File: config.mk
export PLATFORM = sky130hd
export DESIGN_NAME = regfile_sb
export DESIGN_NICKNAME = d
export VERILOG_FILES = /design/src/rtl/regfile_pkg.sv /design/src/rtl/regfile_rd_port.sv /design/src/rtl/regfile_sb.sv
export SDC_FILE = /design/constraint.sdc
export NUM_CORES = 1
export LEC_CHECK = 0
export CAP_MARGIN = 30
export CORE_MARGIN = 2
export CORE_UTILIZATION = 35
export CTS_CLUSTER_DIAMETER = 80
export DETAILED_ROUTE_END_ITERATION = 10
export GPL_TIMING_DRIVEN = 0
export MAX_ROUTING_LAYER = met4
export PLACE_DENSITY_LB_ADDON = 0.12
export SLEW_MARGIN = 20
export SYNTH_ARGS = -nofsm -noshare
export SYNTH_HDL_FRONTEND = slang
export SYNTH_SLANG_ARGS = --single-unit
File: constraint.sdc
create_clock -name clk -period 3 [get_ports clk]
set_input_delay 0.6 -clock clk [delete_from_list [all_inputs] [get_ports clk]]
set_output_delay 0.6 -clock clk [all_outputs]
set_load 0.03 [all_outputs]
File: src/rtl/regfile_pkg.sv
// Shared constants and the byte-merge helper for the register file and its read ports.
package regfile_pkg;

  localparam int DEF_WIDTH      = 32;
  localparam int DEF_NREGS      = 8;
  localparam int BYTES_PER_WORD = DEF_WIDTH / 8;

  // The helper works on a fixed wide word so it can serve any WIDTH up to this size.
  localparam int MERGE_MAX_W    = 1024;
  localparam int MERGE_MAX_BE   = MERGE_MAX_W / 8;

  function automatic logic [MERGE_MAX_W-1:0] byte_merge(
    input logic [MERGE_MAX_W-1:0]  old_w,
    input logic [MERGE_MAX_W-1:0]  new_w,
    input logic [MERGE_MAX_BE-1:0] be
  );
    logic [MERGE_MAX_W-1:0] res;
    res = old_w;
    for (int i = 0; i < MERGE_MAX_BE; i++) begin
      if (be[i]) res[8*i +: 8] = new_w[8*i +: 8];
    end
    return res;
  endfunction

endpackage

File: src/rtl/regfile_rd_port.sv
// One combinational read port: register select, optional write bypass, zero-register
// masking and busy-bit lookup.
module regfile_rd_port
  import regfile_pkg::*;
#(
  parameter int  WIDTH    = DEF_WIDTH,
  parameter int  NREGS    = DEF_NREGS,
  parameter int  ZERO_REG = 0,
  parameter int  BYPASS   = 1,
  localparam int AW       = $clog2(NREGS),
  localparam int BE_W     = WIDTH / 8
) (
  input  logic [AW-1:0]    i_ra,
  input  logic [WIDTH-1:0] i_rf [NREGS],
  input  logic [NREGS-1:0] i_busy,
  input  logic             i_we,
  input  logic [AW-1:0]    i_wa,
  input  logic [WIDTH-1:0] i_wd,
  input  logic [BE_W-1:0]  i_wbe,
  output logic [WIDTH-1:0] o_rd,
  output logic             o_busy
);

  // Busy is looked up from registered state only; a same-cycle clear is not forwarded.
  always_comb begin
    o_rd   = i_rf[i_ra];
    o_busy = i_busy[i_ra];
    if (BYPASS != 0 && i_we && (i_wa == i_ra)) begin
      o_rd = WIDTH'(byte_merge(MERGE_MAX_W'(i_rf[i_ra]), MERGE_MAX_W'(i_wd),
                               MERGE_MAX_BE'(i_wbe)));
    end
    if (ZERO_REG != 0 && i_ra == '0) begin
      o_rd   = '0;
      o_busy = 1'b0;
    end
  end

endmodule

File: src/rtl/regfile_sb.sv
// Register file with byte-enabled writeback, two forwarding read ports, a busy-bit
// scoreboard with population count, and a flattened dump of all registers.
module regfile_sb
  import regfile_pkg::*;
#(
  parameter int  WIDTH    = DEF_WIDTH,
  parameter int  NREGS    = DEF_NREGS,
  parameter int  ZERO_REG = 0,
  parameter int  BYPASS   = 1,
  localparam int AW       = $clog2(NREGS),
  localparam int BE_W     = WIDTH / 8
) (
  input  logic                   clk,
  input  logic                   n_rst,
  input  logic [AW-1:0]          ra1,
  input  logic [AW-1:0]          ra2,
  output logic [WIDTH-1:0]       rd1,
  output logic [WIDTH-1:0]       rd2,
  output logic                   rd1_busy,
  output logic                   rd2_busy,
  input  logic                   we,
  input  logic [AW-1:0]          wa,
  input  logic [WIDTH-1:0]       wd,
  input  logic [BE_W-1:0]        wbe,
  input  logic                   iss,
  input  logic [AW-1:0]          ia,
  output logic [AW:0]            busy_cnt,
  output logic [NREGS*WIDTH-1:0] rf_flat
);

  localparam int CW = AW + 1;

  logic [WIDTH-1:0] r_rf [NREGS];
  logic [NREGS-1:0] r_busy;
  logic [CW-1:0]    r_busy_cnt;
  logic [NREGS-1:0] w_busy_nxt;
  logic [CW-1:0]    w_busy_cnt_nxt;
  logic             w_wr_ok;

  assign w_wr_ok = we && !(ZERO_REG != 0 && wa == '0);

  // Clear first, then set, so a producer issued on the writeback edge keeps the bit.
  always_comb begin
    w_busy_nxt = r_busy;
    if (we)  w_busy_nxt[wa] = 1'b0;
    if (iss) w_busy_nxt[ia] = 1'b1;
    if (ZERO_REG != 0) w_busy_nxt[0] = 1'b0;
    w_busy_cnt_nxt = '0;
    for (int i = 0; i < NREGS; i++) begin
      w_busy_cnt_nxt = w_busy_cnt_nxt + CW'(w_busy_nxt[i]);
    end
  end

  always_ff @(posedge clk or negedge n_rst) begin
    if (!n_rst) begin
      for (int i = 0; i < NREGS; i++) r_rf[i] <= '0;
    end else if (w_wr_ok) begin
      r_rf[wa] <= WIDTH'(byte_merge(MERGE_MAX_W'(r_rf[wa]), MERGE_MAX_W'(wd),
                                    MERGE_MAX_BE'(wbe)));
    end
  end

  always_ff @(posedge clk or negedge n_rst) begin
    if (!n_rst) begin
      r_busy     <= '0;
      r_busy_cnt <= '0;
    end else begin
      r_busy     <= w_busy_nxt;
      r_busy_cnt <= w_busy_cnt_nxt;
    end
  end

  assign busy_cnt = r_busy_cnt;

  always_comb begin
    rf_flat = '0;
    for (int r = 0; r < NREGS; r++) begin
      rf_flat[r*WIDTH +: WIDTH] = r_rf[r];
    end
    if (ZERO_REG != 0) rf_flat[0 +: WIDTH] = '0;
  end

  regfile_rd_port #(
    .WIDTH    (WIDTH),
    .NREGS    (NREGS),
    .ZERO_REG (ZERO_REG),
    .BYPASS   (BYPASS)
  ) u_rd_port1 (
    .i_ra   (ra1),
    .i_rf   (r_rf),
    .i_busy (r_busy),
    .i_we   (we),
    .i_wa   (wa),
    .i_wd   (wd),
    .i_wbe  (wbe),
    .o_rd   (rd1),
    .o_busy (rd1_busy)
  );

  regfile_rd_port #(
    .WIDTH    (WIDTH),
    .NREGS    (NREGS),
    .ZERO_REG (ZERO_REG),
    .BYPASS   (BYPASS)
  ) u_rd_port2 (
    .i_ra   (ra2),
    .i_rf   (r_rf),
    .i_busy (r_busy),
    .i_we   (we),
    .i_wa   (wa),
    .i_wd   (wd),
    .i_wbe  (wbe),
    .o_rd   (rd2),
    .o_busy (rd2_busy)
  );

endmodule
Word-level counts from Yosys, hierarchy flattened --
Index checks and enable logic that the tools add are counted.
Storage, ports and cells: register bits after elaboration 268, bits of input ports 52, output and inout port bits 326, logic and storage cells 80
Operators by class: add/subtract/negate cells 7, order comparisons 10, eq/ne operators 2, muxes and demuxes 40, bitwise logic cells 6, reduce and logical (&&, ||, !) cells 5
Operators by type and width (number):
- binary-select mux 32 bit (select 3 bit) | 3
- 2-to-1 mux 32 bit | 9
- bitwise mux 256 bit | 1
- 2-to-1 mux 8 bit | 18
- demux 32 bit (select 3 bit) | 1
- adder 4 x 1 -> 4 bit | 4
- less-than comparator 3 x 4 -> 1 bit (second input constant) | 4
- greater-or-equal comparator 4 bit (second input constant) | 3
- NOT 3 -> 4 bit | 3
- AND 8 bit | 1
- NOT 8 bit | 1
- OR 8 bit | 1
- binary-select mux 1 bit (select 3 bit) | 2
- demux 1 bit (select 3 bit) | 2
- == test 3 bit | 2
- greater-or-equal comparator 3 x 1 -> 1 bit (second input constant) | 2
- logical AND 1 bit | 5
- adder 3 x 1 -> 4 bit | 1
- less-than comparator 4 x 1 -> 1 bit (second input constant) | 1
- 2-to-1 mux 1 bit | 4
- adder 2 x 1 -> 3 bit | 1
- adder 1 x 1 -> 2 bit | 1

Longest topological paths before layout --
depth after elaboration 16, depth in mapped cells 17, depth with buffers taken out 13

Cells and area by module --
From an unflattened synthesis, not the netlist that was laid out.
Second synthesis, totals: cells, all modules 1406, area total of the unflattened synthesis 19217.2 um^2
Modules (own cells, without submodules):
- regfile_sb | instances 1, cells an instance 1088, area each 14084.8 um^2
- regfile_rd_port | instances 2, cells an instance 159, area each 2566.2 um^2

Least setup slack after synthesis --
Ideal clock, no wire load.
path type input to register, from in wa[0], to reg r_busy_cnt[2], in the netlist busy_cnt[2], library setup time 0.123 ns, arrival 4.004 ns, setup slack -1.127 ns, stages 17, buffers on the path 5, path through buf_6 buf_8 buf_6 nand3_1 clkbuf_1 clkbuf_1 nand2_1 o21ai_0 fa_1 inv_1 fa_1 fa_1 inv_1 ha_1 inv_1 fa_1 xnor2_1
RTL lines:
- start, declared | RTL line regfile_sb.sv:22 | input logic [AW-1:0] wa,
- less-than comparator 3 x 4 -> 1 bit (implied by the code) / greater-or-equal comparator 3 x 1 -> 1 bit (equally long branches) | RTL line regfile_sb.sv:45 | if (we) w_busy_nxt[wa] = 1'b0;
- logical AND 1 bit (implied by the code) | RTL line regfile_sb.sv:45
- 2-to-1 mux 1 bit (implied by the code) | RTL line regfile_sb.sv:45
- demux 1 bit (select 3 bit) * | RTL line regfile_sb.sv:45
- NOT 8 bit (no source line) *
- AND 8 bit (no source line) *
- 2-to-1 mux 8 bit * | RTL line regfile_sb.sv:45
- OR 8 bit (no source line)
- 2-to-1 mux 8 bit * | RTL line regfile_sb.sv:46 | if (iss) w_busy_nxt[ia] = 1'b1;
- named net w_busy_nxt[3] | RTL line regfile_sb.sv:36 | logic [NREGS-1:0] w_busy_nxt;
- adder 3 x 1 -> 4 bit * | RTL line regfile_sb.sv:50 | w_busy_cnt_nxt = w_busy_cnt_nxt + CW'(w_busy_nxt[i]);
- adder 4 x 1 -> 4 bit * (4 in series) | RTL line regfile_sb.sv:50
- named net w_busy_cnt_nxt[2] | RTL line regfile_sb.sv:37 | logic [CW-1:0] w_busy_cnt_nxt;
- end signal, assigned | RTL line regfile_sb.sv:69 | r_busy_cnt <= w_busy_cnt_nxt;
- end, declared | RTL line regfile_sb.sv:35 | logic [CW-1:0] r_busy_cnt;
The timed path passes the listed nets; every way through them passes the cells marked *. A chain may end at the register's enable or synchronous reset.

Worst setup path after layout --
from in wa[2], to reg r_busy_cnt[1], in the netlist busy_cnt[1]
On the way: cells in the longest elaborated chain, start to end 16
RTL lines (RTL line):
- less-than comparator 3 x 4 -> 1 bit (implied by the code) / greater-or-equal comparator 3 x 1 -> 1 bit (equally long branches) | regfile_sb.sv:45
- logical AND 1 bit (implied by the code) | regfile_sb.sv:45
- 2-to-1 mux 1 bit (implied by the code) | regfile_sb.sv:45
- demux 1 bit (select 3 bit) * | regfile_sb.sv:45
- NOT 8 bit (no source line) *
- AND 8 bit (no source line) *
- 2-to-1 mux 8 bit * | regfile_sb.sv:45
- OR 8 bit (no source line)
- 2-to-1 mux 8 bit * | regfile_sb.sv:46
- named net w_busy_nxt[0] | regfile_sb.sv:36
- adder 1 x 1 -> 2 bit * | regfile_sb.sv:50
- adder 2 x 1 -> 3 bit * | regfile_sb.sv:50
- adder 3 x 1 -> 4 bit * | regfile_sb.sv:50
- adder 4 x 1 -> 4 bit * (4 in series) | regfile_sb.sv:50
- named net w_busy_cnt_nxt[1] | regfile_sb.sv:37
Marks and branches as above.

==> impl_metrics.ini <==
[outcome]
run_status = finished, violations left
violations = setup timing

[power_and_ir_drop]
power_switching_mw = 7.59
sw_frac_of_total_pct = 41.2
p_int_mw = 10.8
p_leak_nw = 9.68
max-vdd-ir-drop_uv = 387
powerDensity_nw_per_um2 = 793
p_seq_share_pct = 32.2
p_clk_share_pct = 20.5
finalPower_mw = 18.4
power_frac_comb_pct = 47.3

[sta]
period_minus_slack_ns = 3.15
setup_violations = 3
rsz0062_at_grt = yes
finalHoldViolCount = 0
tns_ns = -0.216
hold_slack_ns = 0.421
worst_clock_skew_ns = 0.00816
worst_slack_ns = -0.146
tightestPinTransition_ns = 1.12
report.final.slew_viol_count = 0
slew_headroom_pct = 25.5
fmax_mhz = 318
period_share_pct = 105

[routing]
drt-initial-drc-count = 1357
drt_first_pass_iters = 5
ant_nets = 0
vias = 14700
drcViolationCount = 0
avgViaCountPerCell = 6.01
routedWlPerCell_um = 31.2
routed_wl_um = 76200

[hold_path]
min_delay_worst_endpoint = r_busy[3]$_DFF_PN0_
holdPathStages = 3
min_from = iss
hold_path.class = in2reg

[floorplanning]
dieArea_um2 = 49500
core_um2 = 47400
ioPinCount = 378
die_h_um = 223
rows = 80
die_w_um = 223
initial_core_util_pct = 35.2

[setup_path]
reg2reg_depth = 10
arrival_ns = 3.61
worst-endpoint-required_ns = 3.46
rrSetupSlack_ns = -0.10
cp-start-kind = primary input
r2r-end = busy_cnt[1]$_DFF_PN0_
crit_type = in2reg
r2r_start = r_busy[1]$_DFF_PN0_
crit_path_max_fanout = 4
cp-end-kind = flip-flop

[placed_design]
dp_cells = 2350
dp.final_hpwl_um = 52000
placed_area_um2 = 21500
port_buffers = 367
gp_congestion = 0.878

[cells_and_area]
syn_to_final_growth_pct = 38.9
final_area_um2 = 23200
n_antenna_cell = 0
regArea_um2 = 6720
multiInputGateArea_um2 = 9650
fill_cells = 4322
fin_cells = 2441
drive_gt1_share_pct = 35.4
num-nets-final = 1861

[synthesis]
syn_inst = 1356
ys_types = 29
yosys.area.top_type = dfrtp_1
synth-seq-cells = 268
postSynthAreaPerCell_um2 = 12.3
synth_nets = 1415
ys_warn_count = 0
synth_area_leaders = dfrtp_1, mux4_2, mux2_2, o21ai_0, nand2_1
syn_area_um2 = 16700
synth_top_cell_area_share_pct = 40.1
synth-seq-area-share_pct = 40.1

[clock_tree]
clk_latency_ns = 0.57
cts_max_path_buffers = 3
cts_root_buf = clkbuf_16
numCtsBuffers = 31
htreeDepth = 1
cts_tree = yes
clock-sinks = 268
cts.clk_slew.worst_paths_ns = 0.06

[grt]
grt_overflow = 0
antenna_found_initial = 0
grt_max_degree = 99
grt_pass1_vias = 14900
gr-usage-all-layers_pct = 31.4
grt_pass1_wl_um = 109000

[flow_run]
cap_violations = 0
synth_stat cells, drive strengths merged:
| cell type | number |
|---|---|
| a32oi | 2 |
| mux2i | 32 |
| nor2b | 5 |
| fa | 4 |
| o21ai | 258 |
| mux4 | 196 |
| nor2 | 3 |
| ha | 3 |
| and4 | 2 |
| a32o | 2 |
| clkbuf | 78 |
| nand3 | 4 |
| nand2 | 272 |
| inv | 12 |
| buf | 42 |
| a22o | 2 |
| xnor2 | 7 |
| mux2 | 162 |
| a21oi | 1 |
| nand4 | 1 |
| dfrtp | 268 |
registers in the layout, summed over array words and instances, names as in the netlist:
| signal | cells |
|---|---|
| rf_flat | 256 |
| r_busy | 8 |
| busy_cnt | 4 |
kinds of logic after synthesis:
family | after synthesis | synth area share, %
AND/OR/NAND/NOR | 287 | 6.74
multiplexers | 390 | 40.4
flip-flops | 268 | 40.1
AO/OA/AOI/OAI | 265 | 8.08
adder cells (fa/ha/maj) | 7 | 0.703
XOR/XNOR | 7 | 0.367
buffers and inverters | 132 | 3.57
critical path: stages:
cell and delay [ns]:
buf_12 0.11, nor2b_4 0.16, buf_6 0.12, nand2_4 0.08, a22o_4 0.23, fa_1 0.51, inv_2 0.04, fa_1 0.54
fa_1 0.42, inv_2 0.08, ha_4 0.13, inv_2 0.03, fa_2 0.51, inv_1 0.03
final cells by class:
cell class	instances	area share, %
timing repair buffer	418	17.6
clock buffer	49	3.89
inverter	12	0.194
sequential	268	28.9
multi-input combinational	956	41.5
clock inverter	8	0.409
tap	615	3.31
buffer	115	4.17
stage by stage:
step           util (%)  setup WS [ns]
3_5_place_dp       45.2          -1.89
6_report           49.0         -0.146
3_3_place_gp       44.8         -10.44
2_1_floorplan         -         -0.787
5_1_grt            49.0         -0.226
4_1_cts            48.4         -0.168
worst max-delay path by stage:
stage,cells past startpoint,end,slack [ns],from
after floorplan,17,busy_cnt[1]$_DFF_PN0_,-0.79,wa[0]
after global placement,1,rf_flat[211]$_DFFE_PN0P_,-10.44,n_rst
after detailed placement,7,rd1[23],-1.89,ra1[1]
after CTS,15,busy_cnt[1]$_DFF_PN0_,-0.17,wa[1]
after global routing,14,busy_cnt[1]$_DFF_PN0_,-0.23,wa[2]
final,14,busy_cnt[1]$_DFF_PN0_,-0.15,wa[2]
power by group through the flow:
stage                     logic [mW]  clock network [mW]  registers (mW)
final                           8.71                3.77            5.93
after global routing            9.17                3.95            6.06
after floorplan                 3.66                   0            7.14
after detailed placement        8.67                   0            5.94
after global placement          8.58                   0            5.92
after CTS                       8.61                3.81            5.88
metal layers:
metal / track usage (%) / share of wire, % / up-vias
li1: - / - / 6007
met1: 41.7 / 41 / 7728
met2: 48.1 / 47 / 774
met3: 6.06 / 8.0 / 169
met4: 11.0 / 4.2 / 0
met5: - / 0 / -
cell usage in the layout, fill, tap and decap left out, drive strengths merged:
cell type,n
clkdlybuf4s50,292
nand2,272
dfrtp,268
o21ai,258
mux4,196
mux2,162
buf,156
clkbuf,125
mux2i,32
inv,12
xnor2,7
clkdlybuf4s15,6
nor2b,5
clkinv,4
nand3,4
fa,4
nor2,3
ha,3
and4,2
bufinv,2
clkinvlp,2
dlygate4sd2,2
a32oi,2
a22o,2
a32o,2
nand4,1
a21oi,1
dlygate4sd3,1
timing repair:
| action | 4_1_cts | 5_1_grt |
|---|---|---|
| hold buffers | 1 | 0 |
| hold endpoints to repair | 38 | 0 |
| setup endpoints to repair | 70 | 37 |
| pin swaps | 9 | 9 |
| setup buffers | 26 | 9 |
| gates resized for setup | 473 | 90 |
| gates cloned | 1 | 1 |
(Power assumes the default switching activity.)
==> edit: new RTL, same flow settings <==
Register the output `rf_flat`, cleared by the reset; this adds one clock of latency there. The other outputs are not delayed to match.
--- a/src/rtl/regfile_sb.sv
+++ b/src/rtl/regfile_sb.sv
@@ -29,6 +29,8 @@
 );
 
   localparam int CW = AW + 1;
+
+  logic [NREGS*WIDTH-1:0] rf_flat_d;
 
   logic [WIDTH-1:0] r_rf [NREGS];
   logic [NREGS-1:0] r_busy;
@@ -73,11 +75,11 @@
   assign busy_cnt = r_busy_cnt;
 
   always_comb begin
-    rf_flat = '0;
+    rf_flat_d = '0;
     for (int r = 0; r < NREGS; r++) begin
-      rf_flat[r*WIDTH +: WIDTH] = r_rf[r];
+      rf_flat_d[r*WIDTH +: WIDTH] = r_rf[r];
     end
-    if (ZERO_REG != 0) rf_flat[0 +: WIDTH] = '0;
+    if (ZERO_REG != 0) rf_flat_d[0 +: WIDTH] = '0;
   end
 
   regfile_rd_port #(
@@ -114,4 +116,12 @@
     .o_busy (rd2_busy)
   );
 
+  always_ff @(posedge clk or negedge n_rst) begin
+    if (!n_rst) begin
+      rf_flat <= '0;
+    end else begin
+      rf_flat <= rf_flat_d;
+    end
+  end
+
 endmodule
Function: changed (a bounded check fails within 4 cycles, from zero or initial values and one cycle with n_rst low).
==> edit against the unedited design <==
The flow still finishes with violations (setup timing). Wire length up 20%. Worst hold slack improved by 0.018 ns. Design area is 34% higher. Sequential cell count is 256 higher. Synthesized cell count rose by 19%. Setup slack got worse by 0.12 ns. Via count is 15% higher. Total power increased by 46%. Clock skew up 0.021 ns. Synthesized area grew 38%. Non-clock buffer count up 15.
==> edit: results (changes against the unedited design) <==
| Metric | Value |
|---|---|
| Hold path endpoint | rf_flat[242]$_DFF_PN0_ |
| Met2 Wirelength | 43.4 mm (+22%) |
| P_sw | 9.47 mW (+25%) |
| Area of the multi-input gates | 9600 sq um (-0.44%) |
| Bufs w/o clock | 548 (+2.8%) |
| Sequential-to-total area share from yosys stat | 56.7% (+17 points) |
| Final WS setup | -0.263 ns (-0.118 ns) |
| Final Non-Filler Cells | 3013 (+23%) |
| Wirelength per Cell | 30.2 um (-3.1%) |
| DP Wirelength | 61.3 mm (+18%) |
| GR Util met1 | 37.7% (-4.0 points) |
| WP data arrival | 3.75 ns (+0.14 ns) |
| Top cells by area, synth | dfrtp_1, mux4_2, mux2_2, o21ai_0, nand2_1 |
| Setup TNS | -0.438 ns (-0.222 ns) |
| Register area | 13100 sq um (+95%) |
| Clock group | 7.43 mW (+97%) |
| Relative slew slack | 32.4% (+6.9 points) |
| Fraction of area in non-clock buffers | 16.9% (-4.8 points) |
| Synth Area in Compound Gates | 6.37% (-1.7 points) |
| Status | finished, violations left |
| Layout filler cell count | 5744 (+33%) |
| Clock buf count | 88 (+80%) |
| Leak pwr | 13.7 nW (+42%) |
| Clock buf/inv share | 6.44% (+2.1 points) |
| Post-Synthesis Cells | 1612 (+19%) |
| Placed Instances | 2858 (+22%) |
| Clock skew | 0.0291 ns (+0.0209 ns) |
| Vias in the first global route | 17414 (+17%) |
| Placed cell area | 28200 sq um (+31%) |
| Finish-stage setup viols | 2 (-1) |
| Adder-Cell Fraction of Synth Area | 0.509% (-0.19 points) |
| Fin util | 47.5% (-1.4 points) |
| Failing checks | setup timing |
edit: cell types whose count changed in the layout (fill, tap and decap cells not counted), sizes merged, moves of 2 or more:
| cell | before | now |
|---|---|---|
| buf | 156 | 171 |
| bufinv | 2 | 5 |
| clkbuf | 125 | 165 |
| clkdlybuf4s15 | 6 | 1 |
| clkinv | 4 | 12 |
| dfrtp | 268 | 524 |
| diode | 0 | 2 |
| dlygate4sd2 | 2 | 6 |
edit: what timing repair did:
action | 4_1_cts | 5_1_grt
hold buffers | 1 | 0
gates cloned | 2 | 1
pin swaps | 6 | 8
hold endpoints to repair | 59 | 0
setup endpoints to repair | 70 | 48
buffers inserted | 31 | 14
resized for setup | 544 | 38
edit: worst reg2reg max path, cell delays in order (launching register included):
cell     delay (ns)
dfrtp_1        0.40
a22o_4         0.24
fa_1           0.54
inv_1          0.06
fa_1           0.55
fa_1           0.43
inv_2          0.08
ha_4           0.13
inv_2          0.03
fa_2           0.51
inv_1          0.04
